==> config.mk <==
export PLATFORM = sky130hd
export DESIGN_NAME = bin2bcd_seq
export DESIGN_NICKNAME = d
export VERILOG_FILES = /design/src/rtl/bin2bcd_pkg.sv /design/src/rtl/bcd_add3.sv /design/src/rtl/bin2bcd_seq.sv
export SDC_FILE = /design/constraint.sdc
export NUM_CORES = 1
export LEC_CHECK = 0
export CAP_MARGIN = 40
export CORE_UTILIZATION = 50
export CTS_CLUSTER_DIAMETER = 60
export DETAILED_ROUTE_END_ITERATION = 10
export PLACE_DENSITY = 0.74
export SKIP_LAST_GASP = 1
export SYNTH_ARGS = -nofsm -noshare
export SYNTH_HDL_FRONTEND = slang
export SYNTH_SLANG_ARGS = --single-unit
==> constraint.sdc <==
create_clock -name clk -period 4.42 [get_ports clk]
set_input_delay 0.442 -clock clk [delete_from_list [all_inputs] [get_ports clk]]
set_output_delay 0.442 -clock clk [all_outputs]
set_load 0.005 [all_outputs]
==> src/rtl/bin2bcd_pkg.sv <==
// Shared types and constants for the sequential binary-to-BCD converter.
// Holds the FSM state encoding, the BCD digit width and the saturation limit helper.
package bin2bcd_pkg;

    localparam int BCD_W = 4;

    typedef enum logic [1:0] {
        IDLE = 2'd0,
        CONV = 2'd1,
        DONE = 2'd2
    } state_t;

    // Largest value representable in the given number of decimal digits.
    function automatic int max_val(input int digits);
        int v;
        v = 1;
        for (int i = 0; i < digits; i++) v = v * 10;
        return v - 1;
    endfunction

endpackage

==> src/rtl/bcd_add3.sv <==
// One double-dabble correction cell: a BCD nibble of 5 or more gets +3 before the shift.
module bcd_add3
    import bin2bcd_pkg::*;
(
    input  logic [BCD_W-1:0] i_nib,
    output logic [BCD_W-1:0] o_nib
);

    always_comb begin
        o_nib = i_nib;
        if (i_nib >= 4'd5) o_nib = i_nib + 4'd3;
    end

endmodule

==> src/rtl/bin2bcd_seq.sv <==
// Multi-cycle shift-and-add-3 binary-to-BCD converter with a start/done handshake.
// One bit is shifted per clock; values above the decimal range saturate to all nines.
module bin2bcd_seq
    import bin2bcd_pkg::*;
#(
    parameter int BIN_W  = 14,
    parameter int DIGITS = 4
) (
    input  logic                    clk,
    input  logic                    reset,
    input  logic                    start,
    input  logic [BIN_W-1:0]        bin,
    output logic                    busy,
    output logic                    done,
    output logic [BCD_W*DIGITS-1:0] bcd,
    output logic                    overflow
);

    localparam int                  MAX_VAL  = max_val(DIGITS);
    localparam int                  ACC_W    = BCD_W * DIGITS;
    localparam int                  CNT_W    = $clog2(BIN_W);
    localparam logic [CNT_W-1:0]    CNT_LAST = CNT_W'(BIN_W - 1);
    localparam logic [31:0]         MAX_U    = 32'(MAX_VAL);
    localparam logic [ACC_W-1:0]    BCD_SAT  = {DIGITS{4'h9}};

    state_t                         r_state;
    logic [DIGITS-1:0][BCD_W-1:0]   r_acc;
    logic [BIN_W-1:0]               r_sr;
    logic [CNT_W-1:0]               r_cnt;
    logic                           r_ovf_pend;
    logic                           r_busy;
    logic                           r_done;
    logic [ACC_W-1:0]               r_bcd;
    logic                           r_ovf;

    logic [DIGITS-1:0][BCD_W-1:0]   w_adj;
    logic [ACC_W+BIN_W-1:0]         w_shift;
    logic [31:0]                    w_bin_ext;
    logic                           w_bin_ovf;

    genvar g;
    generate
        for (g = 0; g < DIGITS; g++) begin : g_digit
            bcd_add3 u_add3 (
                .i_nib (r_acc[g]),
                .o_nib (w_adj[g])
            );
        end
    endgenerate

    // Carries out of the top digit fall off the end; out-of-range inputs are
    // handled by saturation instead.
    assign w_shift   = {w_adj, r_sr} << 1;
    assign w_bin_ext = 32'(bin);
    assign w_bin_ovf = (w_bin_ext > MAX_U);

    always_ff @(posedge clk or negedge reset) begin
        if (!reset) begin
            r_state    <= IDLE;
            r_acc      <= '0;
            r_sr       <= '0;
            r_cnt      <= '0;
            r_ovf_pend <= 1'b0;
            r_busy     <= 1'b0;
            r_done     <= 1'b0;
            r_bcd      <= '0;
            r_ovf      <= 1'b0;
        end else begin
            case (r_state)
                IDLE: begin
                    r_done <= 1'b0;
                    if (start) begin
                        r_sr       <= bin;
                        r_ovf_pend <= w_bin_ovf;
                        r_acc      <= '0;
                        r_cnt      <= '0;
                        r_busy     <= 1'b1;
                        r_state    <= CONV;
                    end
                end
                CONV: begin
                    r_acc <= w_shift[ACC_W+BIN_W-1:BIN_W];
                    r_sr  <= w_shift[BIN_W-1:0];
                    r_cnt <= r_cnt + CNT_W'(1);
                    // Last shift: publish the freshly shifted accumulator directly.
                    if (r_cnt == CNT_LAST) begin
                        r_state <= DONE;
                        r_busy  <= 1'b0;
                        r_done  <= 1'b1;
                        r_bcd   <= r_ovf_pend ? BCD_SAT : w_shift[ACC_W+BIN_W-1:BIN_W];
                        r_ovf   <= r_ovf_pend;
                    end
                end
                DONE: begin
                    r_done  <= 1'b0;
                    r_state <= IDLE;
                end
                default: begin
                    r_busy  <= 1'b0;
                    r_done  <= 1'b0;
                    r_state <= IDLE;
                end
            endcase
        end
    end

    assign busy     = r_busy;
    assign done     = r_done;
    assign bcd      = r_bcd;
    assign overflow = r_ovf;

endmodule

==> metrics.md, run 1 <==
| Metric | Value |
|---|---|
| Via count | 1,998 |
| Max rail drop VDD | 285 uV |
| Leakage | 1.40 nW |
| Setup TNS | 0 ns |
| Detailed-route wire length per cell | 14.7 um |
| Largest net degree at the start of global routing | 57 |
| Global-route wire length before repair | just under 9000 um |
| Final instance area | approximately 3100 um2 |
| Cts bufs inserted | 5 |
| Clk_skew | approximately 0.0025 ns |
| Status | completed |
| Final Max Tran Viols | 0 |
| Nets | 317 |
| Initial antenna violation count | 0 |
| Worst-path fanout max | 27 |
| Vias in the first global route | between 1,500 and 2,000 |
| WL final | 5270 um |
| Synthesis-stage register bit count | 56 |
| Netlist Area Pre-Place | 2720 um2 |
| DRC | 0 |
| Rel. slew slack | 53.5% |
| IO Port Bufs | 35 |
| EDFF count, synth | 0 |
| Post-Place Setup Slack | 2.05 ns |
| Tmin final | 2.29 ns |
| Diode count | 0 |
| 1st-iter DRT viols | 102 |
| DP HPWL | 3530 um |
| Avg Inst Size Synth | 10.5 um2 |
| TritonCTS clock tree | built |
| Max Clk Rate | about 440 MHz |
| Starting density of the core | 52.5% |
| Period utilisation layout | 51.7% |
| Cells on worst reg2reg path | 4 |
| Setup bufs post-CTS | 0 |
| Clock tree root driver cell | clkbuf_8 |
| IO Count | 36 |
| Share of layout cells above drive strength 1 | 5.21% |
| Dominant synthesized flop cell | dfrtp_1 |
| Crit path arrival time | 2.53 ns |
| Share of synthesized registers carrying an async set or reset | 100% |
| Sequential area share after synthesis | 51.6% |
| Worst-Skew Late Latency | 0.30 ns |
| Reg clk slew, reported paths | 0.09 ns |
| Hold Buf Count CTS | 0 |
| Final setup vio count | 0 |
| Clock H-tree levels | 2 |
| Pwr Density | 703 nW/um2 |
| Grt total ovfl | 0 |
| Syn Nets | 287 |
| Max Buffers Root-to-Sink | 2 |
| Nature of the critical path endpoint | flip-flop |
| Worst Setup Path Type | reg -> reg |
| Final Hold Viols | 0 |
| Placed Area | 3070 um2 |
| Total GRT Usage | 20.9% |
| Synthesized instance count | 260 |
| Leading area contributor after synthesis | dfrtp_1 |
| DRT Pass-1 Iters | 4 |
| Yosys top cell area share | 51.6% |
| Worst-Margin Slew | 0.698 ns |
| Core Area | 5170 um2 |
| Die height | 75.7 um |
| Yosys warns | 0 |
| RSZ-0062 raised after global routing | no |
| Row Count | 26 |
| Post_cts resized | 0 |
| Routed Antenna Nets | 0 |
| Area growth, synth to finish | 15.5% |
| Clock net sink count | 56 |
| CP Data Required Time | 4.66 ns |
| Count of different cell masters after synthesis | 35 |
| Most common cell in the netlist | dfrtp_1 |
| Hold WC Path Type | in -> async |
| Top cells by count, synth | 56 x dfrtp_1, 26 x o21ai_0, 22 x nand2_1, 21 x a21oi_1, 17 x a22o_1 |
| Die ar. | 5730 um2 |
| Die width | 75.7 um |
| Crit path launch type | flip-flop |
| Worst setup margin | 2.13 ns |
| Area contributors post-synth | dfrtp_1 52%, a22o_1 5.5%, o21ai_0 4.8% |
| Max Cap Viol | 0 |
| Placer Congestion | 0.785 |
| Drt via density | 5.58 |
-- state kept, by name, summed over array words and instances, names as in the netlist --
name and flops:
bcd 16, r_acc 16, r_sr 14, r_cnt 4, r_state 2, busy 1
done 1, overflow 1, r_ovf_pend 1
-- power breakdown --
group          switching (mW)  leakage, nW  internal, mW
clock                   0.153       0.0359         0.103
combinational           0.478        0.655         0.524
sequential              0.215        0.708         0.736
total                   0.846         1.40          1.36
-- through the flow --
stage	hold slack [ns]	util, %	std cells	total power, mW
floorplan	0.146	-	260	1.64
global placement	0.456	59.1	352	1.92
detailed placement	0.460	59.4	353	1.97
CTS	0.290	60.7	358	2.23
global route	0.336	60.7	358	2.41
finish	0.257	60.7	358	2.21
-- path summary, 6_finish.rpt --
kind	to	slack, ns	start
max in group asynchronous	bcd[15]	3.69	reset
worst max register to register	bcd[14]	2.13	r_state[0]
worst min register to register	bcd[0]	0.48	bcd[0]
worst max-delay path	bcd[14]	2.13	r_state[0]
worst min-delay path	r_acc[9]	0.26	reset
min in group clk	bcd[0]	0.48	bcd[0]
-- cells in the final DEF (no fill, tap or decap), drive strengths merged, types with 4 or more instances in the layout --
master          n
nand3           4
nand2          23
clkbuf          5
nand2b          6
inv            11
o21ai          27
xnor2           4
nor2b          11
clkdlybuf4s50  34
a22o           17
mux2i           4
ha             10
dfrtp          56
a21oi          22
nor3b           4
nor2           16
a22oi          13
-- area by class of cell --
class	instances	area [um2]
Fill cell	440	2030
Sequential cell	56	1400
Tap cell	70	87.6
Inverter	12	46.3
Clock buffer	5	68.8
Timing Repair Buffer	37	364
Multi-Input combinational cell	178	1170
-- worst max-delay path, cell delays in order, from the launching register on --
cell and delay (ns):
dfrtp_1 0.70, nor2b_4 0.69, nand2_4 0.29, nor2_4 0.35
a22o_1 0.19
-- metal layers --
layer,wire [um],vias up,GRT usage (%)
met2,2510,55,33.5
met1,2520,962,28.9
met3,193,4,3.97
li1,-,977,-
met5,0,-,0
met4,48,0,6.17
-- logic make-up (layout without fill, tap and decap cells) --
group	after synthesis	after routing	synth area share [%]
AO/OA/AOI/OAI	92	92	22.9
flip-flops	56	56	51.6
adder cells (fa/ha/maj)	10	10	4.60
XOR/XNOR	4	4	1.29
AND/OR/NAND/NOR	68	68	12.8
multiplexers	4	4	1.47
buffers and inverters	26	54	5.34
Power figures use the tool's default switching activity.
==> run 2, diff against run 1 <==
--- a/config.mk
+++ b/config.mk
@@ -6,10 +6,10 @@
 export NUM_CORES = 1
 export LEC_CHECK = 0
 export CAP_MARGIN = 40
-export CORE_UTILIZATION = 50
+export CORE_UTILIZATION = 49
 export CTS_CLUSTER_DIAMETER = 60
 export DETAILED_ROUTE_END_ITERATION = 10
-export PLACE_DENSITY = 0.74
+export PLACE_DENSITY = 0.75
 export SKIP_LAST_GASP = 1
 export SYNTH_ARGS = -nofsm -noshare
 export SYNTH_HDL_FRONTEND = slang
==> constraint.sdc (replaced) <==
create_clock -name clk -period 2 [get_ports clk]
set_input_delay 0.2 -clock clk [delete_from_list [all_inputs] [get_ports clk]]
set_output_delay 0.2 -clock clk [all_outputs]
set_load 0.005 [all_outputs]
==> metrics.md, run 2 (synthesis results as in run 1) <==
| Metric | Value |
|---|---|
| Internal | 3.13 mW (+130%) |
| Row Count | 26 (unchanged) |
| Worst-Margin Slew | 0.567 ns (-0.130 ns) |
| DRT Pass-1 Iters | 4 (unchanged) |
| Slowest stage delay, CP | 0.43 ns (-0.27 ns) |
| Final design utilization | 61.5% (+0.85 points) |
| Rel. slew slack | 62.2% (+8.7 points) |
| Max Buffers Root-to-Sink | 2 (unchanged) |
| DP HPWL | 3730 um (+5.8%) |
| Nets | 323 (+1.9%) |
| Cells on worst reg2reg path | 6 (+2) |
| Final Hold Viols | 0 (unchanged) |
| Diode count | 0 (unchanged) |
| Worst-Skew Late Latency | 0.31 ns (about the same) |
| Worst-path fanout max | 13 (-52%) |
| Psw | 1.92 mW (+130%) |
| WL final | 5470 um (+3.7%) |
| Max Clk Rate | 594 MHz (+36%) |
| R2R Setup Slk | 0.32 ns (-1.82 ns) |
| Fill cells | 469 (+6.6%) |
| CP Data Required Time | 2.25 ns (-2.41 ns) |
| Core Area | 5240 um2 (+1.3%) |
| Die height | 76.5 um (+0.98%) |
| Final setup vio count | 0 (unchanged) |
| Placer Congestion | 0.796 (+1.4%) |
| Leakage | 1.44 nW (+3.3%) |
| Clk pwr share | 13.3% (+1.7 points) |
| Total GRT Usage | 20.2% (-0.61 points) |
| Worst r2r dst | bcd[13] |
| Commonest non-fill, non-tap cell in the layout | dfrtp_1 |
| Period utilisation layout | 84.1% (+32 points) |
| Share of layout cells above drive strength 1 | 7.43% (+2.2 points) |
| Status | completed |
| Worst Setup Path Type | reg -> reg |
| Crit path launch type | flip-flop |
| Vias in the first global route | 2,057 (+11%) |
| CP cell instances | inv_1 -> ha_1 -> and3_1 -> nand2_4 -> nor2_4 -> a22o_1 |
| Hold WC Path Type | in -> async |
| Post-Place Cells | 358 (+1.4%) |
| Crit path arrival time | 1.94 ns (-0.59 ns) |
| Global-route wire length before repair | 9390 um (+6.6%) |
| Non-filler cells, final | 366 (+2.2%) |
| Clock net sink count | 56 (unchanged) |
| Die ar. | 5850 um2 (+2.0%) |
| Max Cap Viol | 0 (unchanged) |
| Die width | 76.5 um (+0.98%) |
| Max rail drop VDD | 661 uV (+130%) |
| Tmin final | 1.68 ns (-0.604 ns) |
| Commonest non-fill, non-tap cells in the layout | 56 x dfrtp_1, 34 x clkdlybuf4s50_1, 26 x o21ai_0, 22 x nand2_1, 21 x a21oi_1 |
| Gate power share | 46.0% (+0.6 points) |
| Cts bufs inserted | 5 (unchanged) |
| Clock tree root driver cell | clkbuf_8 |
| Sw frac | 38.0% (-0.32 points) |
| Detailed-route wire length per cell | 14.9 um (+1.5%) |
| Largest net degree at the start of global routing | 34 (-40%) |
| Setup TNS | 0 ns (unchanged) |
| WHS | 0.396 ns (+0.139 ns) |
| Grt total ovfl | 0 (unchanged) |
| Seq pwr share | 40.7% (-2.4 points) |
| Routed Antenna Nets | 0 (unchanged) |
| DRC | 0 (unchanged) |
| IO Port Bufs | 35 (unchanged) |
| TritonCTS clock tree | built |
| Drt via density | 5.60 (+0.36%) |
| 1st-iter DRT viols | 160 (+57%) |
| Area growth, synth to finish | 18.6% |
| Pwr Density | 1570 nW/um2 (+120%) |
| Reg clk slew, reported paths | 0.10 ns (about the same) |
| Sequential cell area | 1400 um2 (unchanged) |
| Initial antenna violation count | 0 (unchanged) |
| Via count | 2,050 (+2.6%) |
| Nature of the critical path endpoint | flip-flop |
| Max stage delay cell, worst path | dfrtp_1 |
| Clk_skew | 0.0135 ns (+0.0111 ns) |
| FF-to-FF Start | r_cnt[1] |
| Final Max Tran Viols | 0 (unchanged) |
| Multi-input logic area | 1170 um2 (unchanged) |
| Starting density of the core | 51.9% (-0.65 points) |
| RSZ-0062 raised after global routing | no |
| IO Count | 36 (unchanged) |
| Clock H-tree levels | 2 (unchanged) |
==> run 2: cell count changes in the layout (fill, tap and decap cells not counted) <==
cell / change
clkbuf_8: +2
buf_12: +1
buf_6: -1
buf_4: +5
dlygate4sd3_1: +1
==> run 2: stage by stage <==
step                total power, mW  setup slack [ns]  instance area (um2)
floorplan                      3.62             0.594                 2720
global route                   5.45             0.239                 3220
CTS                            5.08             0.317                 3220
detailed placement             4.41             0.314                 3120
finish                         5.05             0.317                 3220
global placement               4.30             0.336                 3120
==> run 2: how the worst max path moves through the flow <==
stage	startpoint	end	slack (ns)	depth (start not counted)
finish	r_cnt[1]	bcd[13]	0.32	6
global route	r_acc[13]	r_acc[14]	0.24	6
CTS	r_cnt[1]	bcd[13]	0.32	6
detailed placement	start	r_acc[3]	0.31	5
global placement	start	r_acc[3]	0.34	5
floorplan	r_cnt[0]	bcd[2]	0.59	6
==> run 2: final cells by class <==
type                    instances  area share (%)
clock buffers                   7            2.99
inverters                      12            1.44
multi-input cells             178            36.3
flip-flops and latches         56            43.5
well taps                      70            2.72
repair buffers                 43            13.0
==> run 2: power groups by stage <==
stage          Combinational (mW)  Clock [mW]  Sequential [mW]
2_1_floorplan                1.64           0             1.98
3_3_place_gp                 2.24           0             2.05
4_1_cts                      2.35       0.680             2.05
5_1_grt                      2.60       0.725             2.12
3_5_place_dp                 2.33           0             2.07
6_report                     2.32       0.670             2.06
==> run 2: worst max-delay path: cells and delay by family, from the launching register on <==
kind | cells | cell delay, ns
buf+inv | 1 | 0.07
simple gates | 3 | 0.81
compound gates | 1 | 0.20
fa+ha+maj | 1 | 0.13
flops | 1 | 0.43
==> run 2: what timing repair did <==
action                     in CTS  in global routing
setup buffers                   0                  0
hold endpoints to repair       23                  0
setup endpoints to repair       0                  0
hold buffers                    1                  0
resized for setup               0                  0
==> run 2: per-layer routing <==
layer  global-route usage [%]  part of all wire [%]
met2                     34.1                    49
met1                     26.1                    46
met5                        0                     0
met4                     6.54                   1.2
met3                     4.07                   3.5
